### config.mk
export PLATFORM = sky130hd
export DESIGN_NAME = serializer
export DESIGN_NICKNAME = d
export VERILOG_FILES = /design/src/rtl/serializer.sv
export SDC_FILE = /design/constraint.sdc
export NUM_CORES = 1
export LEC_CHECK = 0
export ABC_CLOCK_PERIOD_IN_PS = 3400
export BUFFER_PORTS_ARGS = -buffer_cell sky130_fd_sc_hd__buf_2
export CORE_UTILIZATION = 55
export CTS_CLUSTER_SIZE = 24
export DETAILED_ROUTE_END_ITERATION = 10
export GPL_TIMING_DRIVEN = 0
export MAX_ROUTING_LAYER = met4
export PLACE_DENSITY_LB_ADDON = 0.25
export SYNTH_ARGS = -nofsm -noshare
export SYNTH_HDL_FRONTEND = slang
export SYNTH_SLANG_ARGS = --single-unit
### constraint.sdc
create_clock -name clk_i -period 3.4 [get_ports clk_i]
set_input_delay 0.34 -clock clk_i [delete_from_list [all_inputs] [get_ports clk_i]]
set_output_delay 0.34 -clock clk_i [all_outputs]
set_load 0.01 [all_outputs]
### src/rtl/serializer.sv
// Parallel-to-serial converter: one N-word vector in, N words out, word 0 first.
// Feeds a shift-in accumulator that rebuilds the vector after N beats.
module serializer #(
    parameter int NUM_BITS = 8,
    parameter int N        = 4
) (
    input  logic                  clk_i,
    input  logic                  rst_ni,
    input  logic [N*NUM_BITS-1:0] data_i,
    input  logic                  valid_i,
    output logic                  ready_o,
    output logic [NUM_BITS-1:0]   C_o,
    output logic                  valid_o,
    input  logic                  ready_i,
    output logic                  last_o
);

    localparam int W  = N * NUM_BITS;
    localparam int CW = (N > 1) ? $clog2(N) : 1;

    typedef enum logic {
        IDLE,
        SEND
    } state_t;

    state_t          state_q;
    logic [CW-1:0]   count_q;
    logic [W-1:0]    shreg_q;

    logic            last_w;
    logic            xfer_w;

    assign last_w  = (count_q == CW'(N - 1));
    assign xfer_w  = (state_q == SEND) && ready_i;
    // Accepting on the final beat keeps back-to-back vectors bubble-free.
    assign ready_o = (state_q == IDLE) || (xfer_w && last_w);

    assign valid_o = (state_q == SEND);
    assign last_o  = (state_q == SEND) && last_w;
    assign C_o     = shreg_q[NUM_BITS-1:0];

    always_ff @(posedge clk_i) begin
        if (!rst_ni) begin
            state_q <= IDLE;
            count_q <= '0;
            shreg_q <= '0;
        end else begin
            unique case (state_q)
                IDLE: begin
                    if (valid_i) begin
                        shreg_q <= data_i;
                        count_q <= '0;
                        state_q <= SEND;
                    end
                end
                SEND: begin
                    if (xfer_w) begin
                        if (!last_w) begin
                            shreg_q <= shreg_q >> NUM_BITS;
                            count_q <= count_q + CW'(1);
                        end else if (valid_i) begin
                            shreg_q <= data_i;
                            count_q <= '0;
                        end else begin
                            shreg_q <= '0;
                            count_q <= '0;
                            state_q <= IDLE;
                        end
                    end
                end
                default: state_q <= IDLE;
            endcase
        end
    end

endmodule

==> results of run 1 <==
## logic make-up (layout without fill, tap and decap cells)
kind of cell,after synthesis,after routing,share of synthesized area (%)
mux,2,2,1.33
flops,35,35,37.3
buf+inv,26,80,10.5
fa+ha+maj,2,2,1.33
simple gates,37,37,9.19
compound gates,60,60,40.3
## worst max-delay path, cell delays in order, from the launching register on
cell	delay (ns)
dfxtp_1	0.35
ha_1	0.27
and2_1	0.17
buf_2	0.13
## metal layers
| metal | up-vias | share of wire [%] |
|---|---|---|
| li1 | 752 | - |
| met1 | 775 | 41 |
| met2 | 51 | 50 |
| met3 | 16 | 5.2 |
| met4 | 0 | 3.6 |
| met5 | - | 0 |
## state kept, by name (all words and copies together) (netlist names)
register  count
valid_o       1
count_q       2
shreg_q      32
## power groups by stage
| stage | clock [uW] | combinational (uW) | sequential, uW |
|---|---|---|---|
| floorplan | 0 | 122 | 473 |
| global placement | 0 | 173 | 479 |
| detailed placement | 0 | 182 | 480 |
| CTS | 382 | 183 | 471 |
| global route | 398 | 199 | 474 |
| finish | 377 | 182 | 471 |
## metrics by stage
step | std cells | power (uW) | setup slack (ns) | instance area (sq um)
3_5_place_dp | 252 | 662 | 1.86 | 2160
3_3_place_gp | 252 | 652 | 1.95 | 2160
6_report | 260 | 1030 | 1.79 | 2260
2_1_floorplan | 162 | 595 | 2.04 | 1880
5_1_grt | 260 | 1070 | 1.69 | 2260
4_1_cts | 260 | 1040 | 1.78 | 2260
## final cells by class
cell class                      count  area, sq um
Multi-Input combinational cell    101          980
Fill cell                         255          888
Sequential cell                    35          701
Timing Repair Buffer               46          230
Buffer                             25          194
Clock inverter                      2         60.1
Tap cell                           44         55.1
Clock buffer                        6         41.3
Inverter                            1         3.75
## layout by cell type, fill, tap and decap left out, drive strengths merged
| master | n |
|---|---|
| clkbuf | 6 |
| a221oi | 23 |
| nand3 | 3 |
| mux2 | 1 |
| and2 | 3 |
| bufinv | 2 |
| a22o | 8 |
| a21boi | 1 |
| o221ai | 24 |
| inv | 1 |
| nor2 | 23 |
| dfxtp | 35 |
| buf | 71 |
| nor2b | 1 |
| mux2i | 1 |
| nand2b | 1 |
| and3 | 1 |
| nand2 | 5 |
| ha | 2 |
| a21oi | 4 |
## worst min path at each step
stage                        startpoint                        to  depth (start not counted)
3_3_place_gp   shreg_q[26]$_SDFFE_PN0P_  shreg_q[26]$_SDFFE_PN0P_                          1
5_1_grt                      data_i[31]  shreg_q[31]$_SDFFE_PN0P_                          2
6_report                     data_i[31]  shreg_q[31]$_SDFFE_PN0P_                          2
2_1_floorplan  shreg_q[29]$_SDFFE_PN0P_  shreg_q[29]$_SDFFE_PN0P_                          1
3_5_place_dp   shreg_q[27]$_SDFFE_PN0P_  shreg_q[27]$_SDFFE_PN0P_                          1
4_1_cts                      data_i[28]  shreg_q[28]$_SDFFE_PN0P_                          2
==> results_dict.tcl, run 1 <==
set metrics [dict create \
    routed_wl_um 4460 \
    status "finished clean" \
    clk_path_buf_depth 2 \
    core_sq_mm 0.00315 \
    gr-max-usage-layer "met2" \
    synth-main-ff-cell "dfxtp_1" \
    critPathArrivalTime_ns 1.27 \
    holdWs_ns 0.188 \
    drv_slew 0 \
    setup_violations 0 \
    finalSetupTns_ns 0 \
    syn_area_sq_mm 0.00188 \
    clk_latency_ns 0.36 \
    synth_top_area_share_pct 37.3 \
    grt_overflow 0 \
    clockPowerShare_pct 36.6 \
    critPathCapture "last_o" \
    p_sw_share_pct 25.8 \
    rr_endpoint "shreg_q[17]$_SDFFE_PN0P_" \
    dieArea_sq_mm 0.00365 \
    cts_made_buffers 5 \
    path_class "flop to output pin" \
    clock_skew_ns 0.0156 \
    synth_top_area_cell "dfxtp_1" \
    drt_pre_antenna_iters 4 \
    antenna_found_initial 0 \
    met2_usage_pct 44.3 \
    dr_total_vias 1594 \
    max_freq_ghz 0.620 \
    synth_edf_count 0 \
    rr_startpoint "count_q[0]$_SDFFE_PN0P_" \
    ys_ff_latch 35 \
    nNetsFinal 253 \
    grt_usage_pct 28.7 \
    hold_class "input port to flop" \
    cts_max_level 2 \
    drc 0 \
    start_util_pct 59.6 \
    powerDensity_mw_per_mm2 455 \
    cp-startpoint "count_q[0]$_SDFFE_PN0P_" \
    finalHoldViolations 0 \
    worstRegToRegCells 5 \
    grt_first_pass_wirelength_um 7200 \
    cts-resized-gates 0 \
    ys.warnings.count 0 \
    grt_util_met3_pct 8.10 \
    seqPwrFrac_pct 45.8 \
    path_max_fanout 5 \
    rows 20 \
    antenna_cells 0 \
    ant_nets 0 \
    yosys-top-cells-count "dfxtp_1 (35), nor2_1 (23), a221oi_2 (20)" \
    p_comb_share_pct 17.6 \
    cts_tree "built" \
    async_reset_ff_share_pct 0 \
    p_leak_uw 0.000977 \
    tightest_slew_ns 0.424 \
    synthTopCellsByArea "dfxtp_1 (37%), a221oi_2 (16%), o221ai_2 (15%)" \
    drive_gt1_share_pct 56.5 \
    internal_power_uw 764 \
    die_height_um 60.4 \
    p_sw_uw 266 \
    yosysMostFrequentCell "dfxtp_1" \
    startpoint_type "flop" \
    holdBufCountCts 0 \
    syn_area_per_cell_sq_um 11.6 \
    cp.required_ns 3.06 \
    syn_to_final_growth_pct 20.6 \
    dpl.hpwl_um 3220 \
    synthCells 162 \
    post-route-util_pct 71.8 \
    finalWeightedCongestion 0.783 \
    top_level_ports 47 \
    vdd_ir_drop_max_mv 0.441 \
    grt_max_degree 12 \
    clkTransAtPathRegs_ns 0.11 \
    syn-num-nets 200 \
    synth-seq-area-share_pct 37.3 \
    portBuffers 46 \
    rsz0062_at_grt "false" \
    r2r_slack_ns 1.84 \
    relSlewSlack_pct 71.7 \
    clock-sinks 35 \
    period_needed_ns 1.61 \
    vias_per_cell 6.13 \
    fin_crit_sh_pct 47.5 \
    die_x_um 60.4 \
    cts-root-buf "clkbuf_4" \
    grt_pass1_vias 1534 \
    cp-end-kind "output pin" \
    cts_setup_buffers 0 \
    wl_per_cell_um 17.2 \
    grt_util_met1_pct 33.6 \
    synth_cell_types 24 \
    drt_iter0_markers 53 \
    maxCapViolations 0 \
]
Note: power is estimated with default switching activity, not from simulation.
==> run 2, diff against run 1 <==
Settings changed: ABC_CLOCK_PERIOD_IN_PS 3400 to 1600, CORE_UTILIZATION 55 to 53.
Clock period 3.4 ns to 1.6 ns, I/O delays scaled along.
==> results_dict.tcl, run 2 (synthesis gave the netlist of run 1 again) <==
set metrics [dict create \
    cts-root-buf "clkbuf_4" \
    dr_total_vias 1521 \
    p_leak_uw 0.000964 \
    layout_commonest_cell "buf_2" \
    place_area_sq_mm 0.00217 \
    cp-end-kind "flop" \
    cts_made_buffers 5 \
    cts-resized-gates 0 \
    tightest_slew_ns 0.392 \
    hold_class "input port to flop" \
    cts_setup_buffers 0 \
    clk_latency_ns 0.34 \
    antenna_cells 0 \
    grt_max_degree 11 \
    clock-sinks 35 \
    antenna_found_initial 0 \
    maxCapViolations 0 \
    rr_startpoint "count_q[0]$_SDFFE_PN0P_" \
    dpl.hpwl_um 3070 \
    min_to "shreg_q[29]$_SDFFE_PN0P_" \
    drive_gt1_share_pct 56.9 \
    grt_first_pass_wirelength_um 6670 \
    critPathArrivalTime_ns 1.70 \
    syn_to_final_growth_pct 19.4 \
    dieArea_sq_mm 0.00379 \
    rr_endpoint "shreg_q[17]$_SDFFE_PN0P_" \
    powerDensity_mw_per_mm2 863 \
    rsz0062_at_grt "false" \
    layout_common_cells "buf_2 (52), dfxtp_1 (35), nor2_1 (23)" \
    grt_overflow 0 \
    cts_max_level 2 \
    rows 21 \
    path_class "flop to flop" \
    vias_per_cell 5.81 \
    drt_pre_antenna_iters 4 \
    finalWeightedCongestion 0.821 \
    path_max_fanout 10 \
    wl_per_cell_um 16.0 \
    top_level_ports 47 \
    die_height_um 61.5 \
    relSlewSlack_pct 73.9 \
    setup_violations 0 \
    largest_reg_flops 32 \
    vdd_ir_drop_max_mv 0.577 \
    clk_path_buf_depth 2 \
    grt_pass1_vias 1434 \
    max_freq_ghz 0.684 \
    fin_crit_sh_pct 91.3 \
    nNetsFinal 253 \
    drv_slew 0 \
    period_needed_ns 1.46 \
    start_util_pct 55.8 \
    stdcell_area_sq_mm 0.00224 \
    cts_tree "built" \
    die_x_um 61.5 \
    ant_nets 0 \
    min_from "data_i[29]" \
    finalSetupTns_ns 0 \
    drt_iter0_markers 53 \
    hold_depth 2 \
    clkTransAtPathRegs_ns 0.10 \
    worstRegToRegCells 5 \
    finalHoldViolations 0 \
    regMostFlops "shreg_q" \
    cp.required_ns 1.84 \
    startpoint_type "flop" \
    grt_usage_pct 25.7 \
    core_sq_mm 0.00336 \
    routed_wl_um 4180 \
    portBuffers 46 \
    status "finished clean" \
    r2r_slack_ns 0.14 \
    drc 0 \
    holdBufCountCts 0 \
    fillers 295 \
    clock_skew_ns 0.00316 \
]
## run 2: cell types whose count changed in the layout (fill, tap and decap cells not counted)
cell,change
ha_1,-1
bufinv_16,-2
clkbuf_4,+2
clkbuf_8,+2
ha_2,+1
buf_2,-2
## run 2: layout make-up
cell class	count	area, sq um	area share (%)
plain buffers	25	199	8.87
repair buffers	46	230	10.3
clock buffers	8	68.8	3.07
multi-input cells	101	982	43.8
inverters	1	3.75	0.167
flip-flops and latches	35	701	31.3
well taps	46	57.6	2.57
## run 2: worst max path at each step
| stage | start | to | slack [ns] | depth (start not counted) |
|---|---|---|---|---|
| global placement | count_q[0]$_SDFFE_PN0P_ | shreg_q[7]$_SDFFE_PN0P_ | 0.16 | 5 |
| global route | count_q[0]$_SDFFE_PN0P_ | shreg_q[16]$_SDFFE_PN0P_ | 0.04 | 5 |
| finish | count_q[0]$_SDFFE_PN0P_ | shreg_q[17]$_SDFFE_PN0P_ | 0.14 | 5 |
| detailed placement | count_q[0]$_SDFFE_PN0P_ | shreg_q[16]$_SDFFE_PN0P_ | 0.11 | 5 |
| floorplan | count_q[0]$_SDFFE_PN0P_ | shreg_q[0]$_SDFFE_PN0P_ | 0.24 | 6 |
| CTS | count_q[0]$_SDFFE_PN0P_ | shreg_q[17]$_SDFFE_PN0P_ | 0.08 | 5 |
## run 2: per-stage QoR
| stage | instances | worst slack, ns | power [uW] | utilization [%] | hold WS [ns] |
|---|---|---|---|---|---|
| 4_1_cts | 262 | 0.0839 | 1950 | 66.4 | 0.0311 |
| 3_3_place_gp | 254 | 0.165 | 1390 | 64.4 | 0.379 |
| 3_5_place_dp | 254 | 0.111 | 1400 | 64.4 | 0.387 |
| 5_1_grt | 262 | 0.0390 | 2020 | 66.7 | 0.0225 |
| 6_report | 262 | 0.139 | 1930 | 66.7 | 0.0318 |
| 2_1_floorplan | 162 | 0.241 | 1260 | - | 0.293 |
## run 2: worst max-delay path: stages (launching register included)
cell      delay (ns)
dfxtp_1         0.40
ha_2            0.23
inv_1           0.11
clkbuf_4        0.24
a221oi_2        0.29
nor2_1          0.08
## run 2: power by group
group          leakage [uW]  switching, uW  internal (uW)  total [uW]
Combinational      0.000636            189            194         382
Clock             0.0000386            290            258         549
Sequential         0.000290           60.2            943        1000
## run 2: routing by layer
metal	vias to the layer above	routed length, um	track usage [%]	share of wire, %
met1	722	1870	32.5	45
met2	43	2030	38.6	48
met4	0	93	12.1	2.2
met3	10	186	6.09	4.4
li1	746	-	-	-
met5	-	0	-	0
==> run 3, diff against run 2 <==
Settings changed: CAP_MARGIN set to 20, CELL_PAD_IN_SITES_DETAIL_PLACEMENT set to 1, CELL_PAD_IN_SITES_GLOBAL_PLACEMENT set to 2, CORE_UTILIZATION 53 to 34.
==> results_dict.tcl, run 3 (synthesis gave the netlist of run 1 again) <==
set metrics [dict create \
    largest_reg_flops 32 \
    ant_nets 0 \
    clk_path_buf_depth 2 \
    critPathTopFamily "flip-flops" \
    clkTransAtPathRegs_ns 0.07 \
    nNetsFinal 253 \
    power.total_uw 2230 \
    status "finished clean" \
    die_x_um 76.3 \
    seqPwrFrac_pct 45.1 \
    crit_buf_inv 2 \
    regMostFlops "shreg_q" \
    layout_commonest_cell "buf_2" \
    dpl.hpwl_um 3730 \
    vdd_ir_drop_max_mv 0.505 \
    drc 0 \
    p_comb_share_pct 17.5 \
    grt_overflow 0 \
    cp-end-kind "flop" \
    cts_made_buffers 5 \
    fin_crit_sh_pct 93.3 \
    core_sq_mm 0.00520 \
    dr_total_vias 1569 \
    finalSetupTns_ns 0 \
    startpoint_type "flop" \
    fillers 593 \
    wl_per_cell_um 17.5 \
    internal_power_uw 1640 \
    clock_skew_ns 0.00639 \
    cp.required_ns 1.77 \
    setup_violations 0 \
    drive_gt1_share_pct 57.4 \
    path_class "flop to flop" \
    clock-sinks 35 \
    multi_input_area_sq_um 982 \
    p_sw_share_pct 26.2 \
    rsz0062_at_grt "false" \
    grt_first_pass_wirelength_um 8160 \
    routed_wl_um 5010 \
    max_freq_ghz 0.670 \
    relSlewSlack_pct 74.4 \
    min_from "data_i[30]" \
    worst_path_max_delay_cell "dfxtp_1" \
    critPathMaxStageDelay_ns 0.39 \
    grt_max_degree 12 \
    powerDensity_mw_per_mm2 960 \
    grt_usage_pct 18.5 \
    cts_setup_buffers 0 \
    path_max_fanout 10 \
    drt_iter0_markers 38 \
    cts-root-buf "clkbuf_8" \
    syn_to_final_growth_pct 23.5 \
    drv_slew 0 \
    p_sw_uw 584 \
    layout_common_cells "buf_2 (53), dfxtp_1 (35), nor2_1 (23)" \
    clockPowerShare_pct 37.4 \
    finalWeightedCongestion 0.781 \
    vias_per_cell 5.49 \
    rr_startpoint "count_q[0]$_SDFFE_PN0P_" \
    cts_max_level 2 \
    period_needed_ns 1.49 \
    antenna_cells 0 \
    crit_chain "ha_2, inv_1, buf_2, a221oi_2, nor2_1" \
    p_leak_uw 0.000985 \
    top_level_ports 47 \
    start_util_pct 36.1 \
    hold_class "input port to flop" \
    tightest_slew_ns 0.384 \
    maxCapViolations 0 \
    rows 26 \
    cts_tree "built" \
    cp-startpoint "count_q[0]$_SDFFE_PN0P_" \
    clk_latency_ns 0.28 \
    critPathArrivalTime_ns 1.66 \
    drt_pre_antenna_iters 4 \
    dieArea_sq_mm 0.00582 \
    finalHoldViolations 0 \
    die_height_um 76.3 \
    grt_pass1_vias 1664 \
    seqCellArea_sq_um 701 \
    antenna_found_initial 0 \
    portBuffers 46 \
]
==> run 3: cell count changes in the layout (fill, tap and decap cells not counted) <==
cell,previous run,this run
clkbuf_4,7,0
clkbuf_8,2,6
buf_2,52,53
buf_4,10,11
bufinv_16,0,1
clkbuf_1,1,0
clkinv_2,0,1
==> run 3: worst paths after layout <==
kind	endpoint	cells past startpoint	slack, ns
hold / removal	shreg_q[30]$_SDFFE_PN0P_	2	0.09
hold reg to reg	shreg_q[29]$_SDFFE_PN0P_	1	0.49
setup / recovery	shreg_q[3]$_SDFFE_PN0P_	5	0.11
setup reg to reg	shreg_q[3]$_SDFFE_PN0P_	5	0.11
==> run 3: final cells by class <==
type | instances | share of cell area [%]
inverter | 1 | 0.162
clock inverter | 2 | 1.51
sequential | 35 | 30.2
timing repair buffer | 46 | 9.93
buffer | 25 | 8.47
multi-input combinational | 101 | 42.4
clock buffer | 6 | 3.56
tap | 70 | 3.78
==> run 3: power groups by stage <==
stage	Sequential, uW	Clock [uW]	Combinational, uW
floorplan	1000	0	260
global placement	1020	0	377
detailed placement	1020	0	393
CTS	1000	853	394
global route	1010	897	425
finish	1000	831	390
==> run 3: stage by stage <==
stage,utilization [%],cells,setup WS [ns],cell area [sq um],hold slack (ns)
2_1_floorplan,-,162,0.241,1880,0.293
3_3_place_gp,42.2,278,0.131,2200,0.381
3_5_place_dp,42.2,278,0.0789,2200,0.383
4_1_cts,44.4,286,0.0650,2310,0.0832
5_1_grt,44.5,286,0.00624,2320,0.0781
6_report,44.5,286,0.107,2320,0.0896
==> run 3: what timing repair did <==
| action | CTS | global route |
|---|---|---|
| gates resized for setup | 0 | 3 |
| hold buffers | 0 | 0 |
| setup endpoints to repair | 0 | 18 |
==> run 3: routing by layer <==
layer | track usage [%] | vias up | routed length (um)
met5 | - | - | 0
met4 | 4.62 | 0 | 15
met3 | 3.83 | 2 | 148
met2 | 32.9 | 30 | 2720
met1 | 21.0 | 794 | 2130
li1 | - | 743 | -
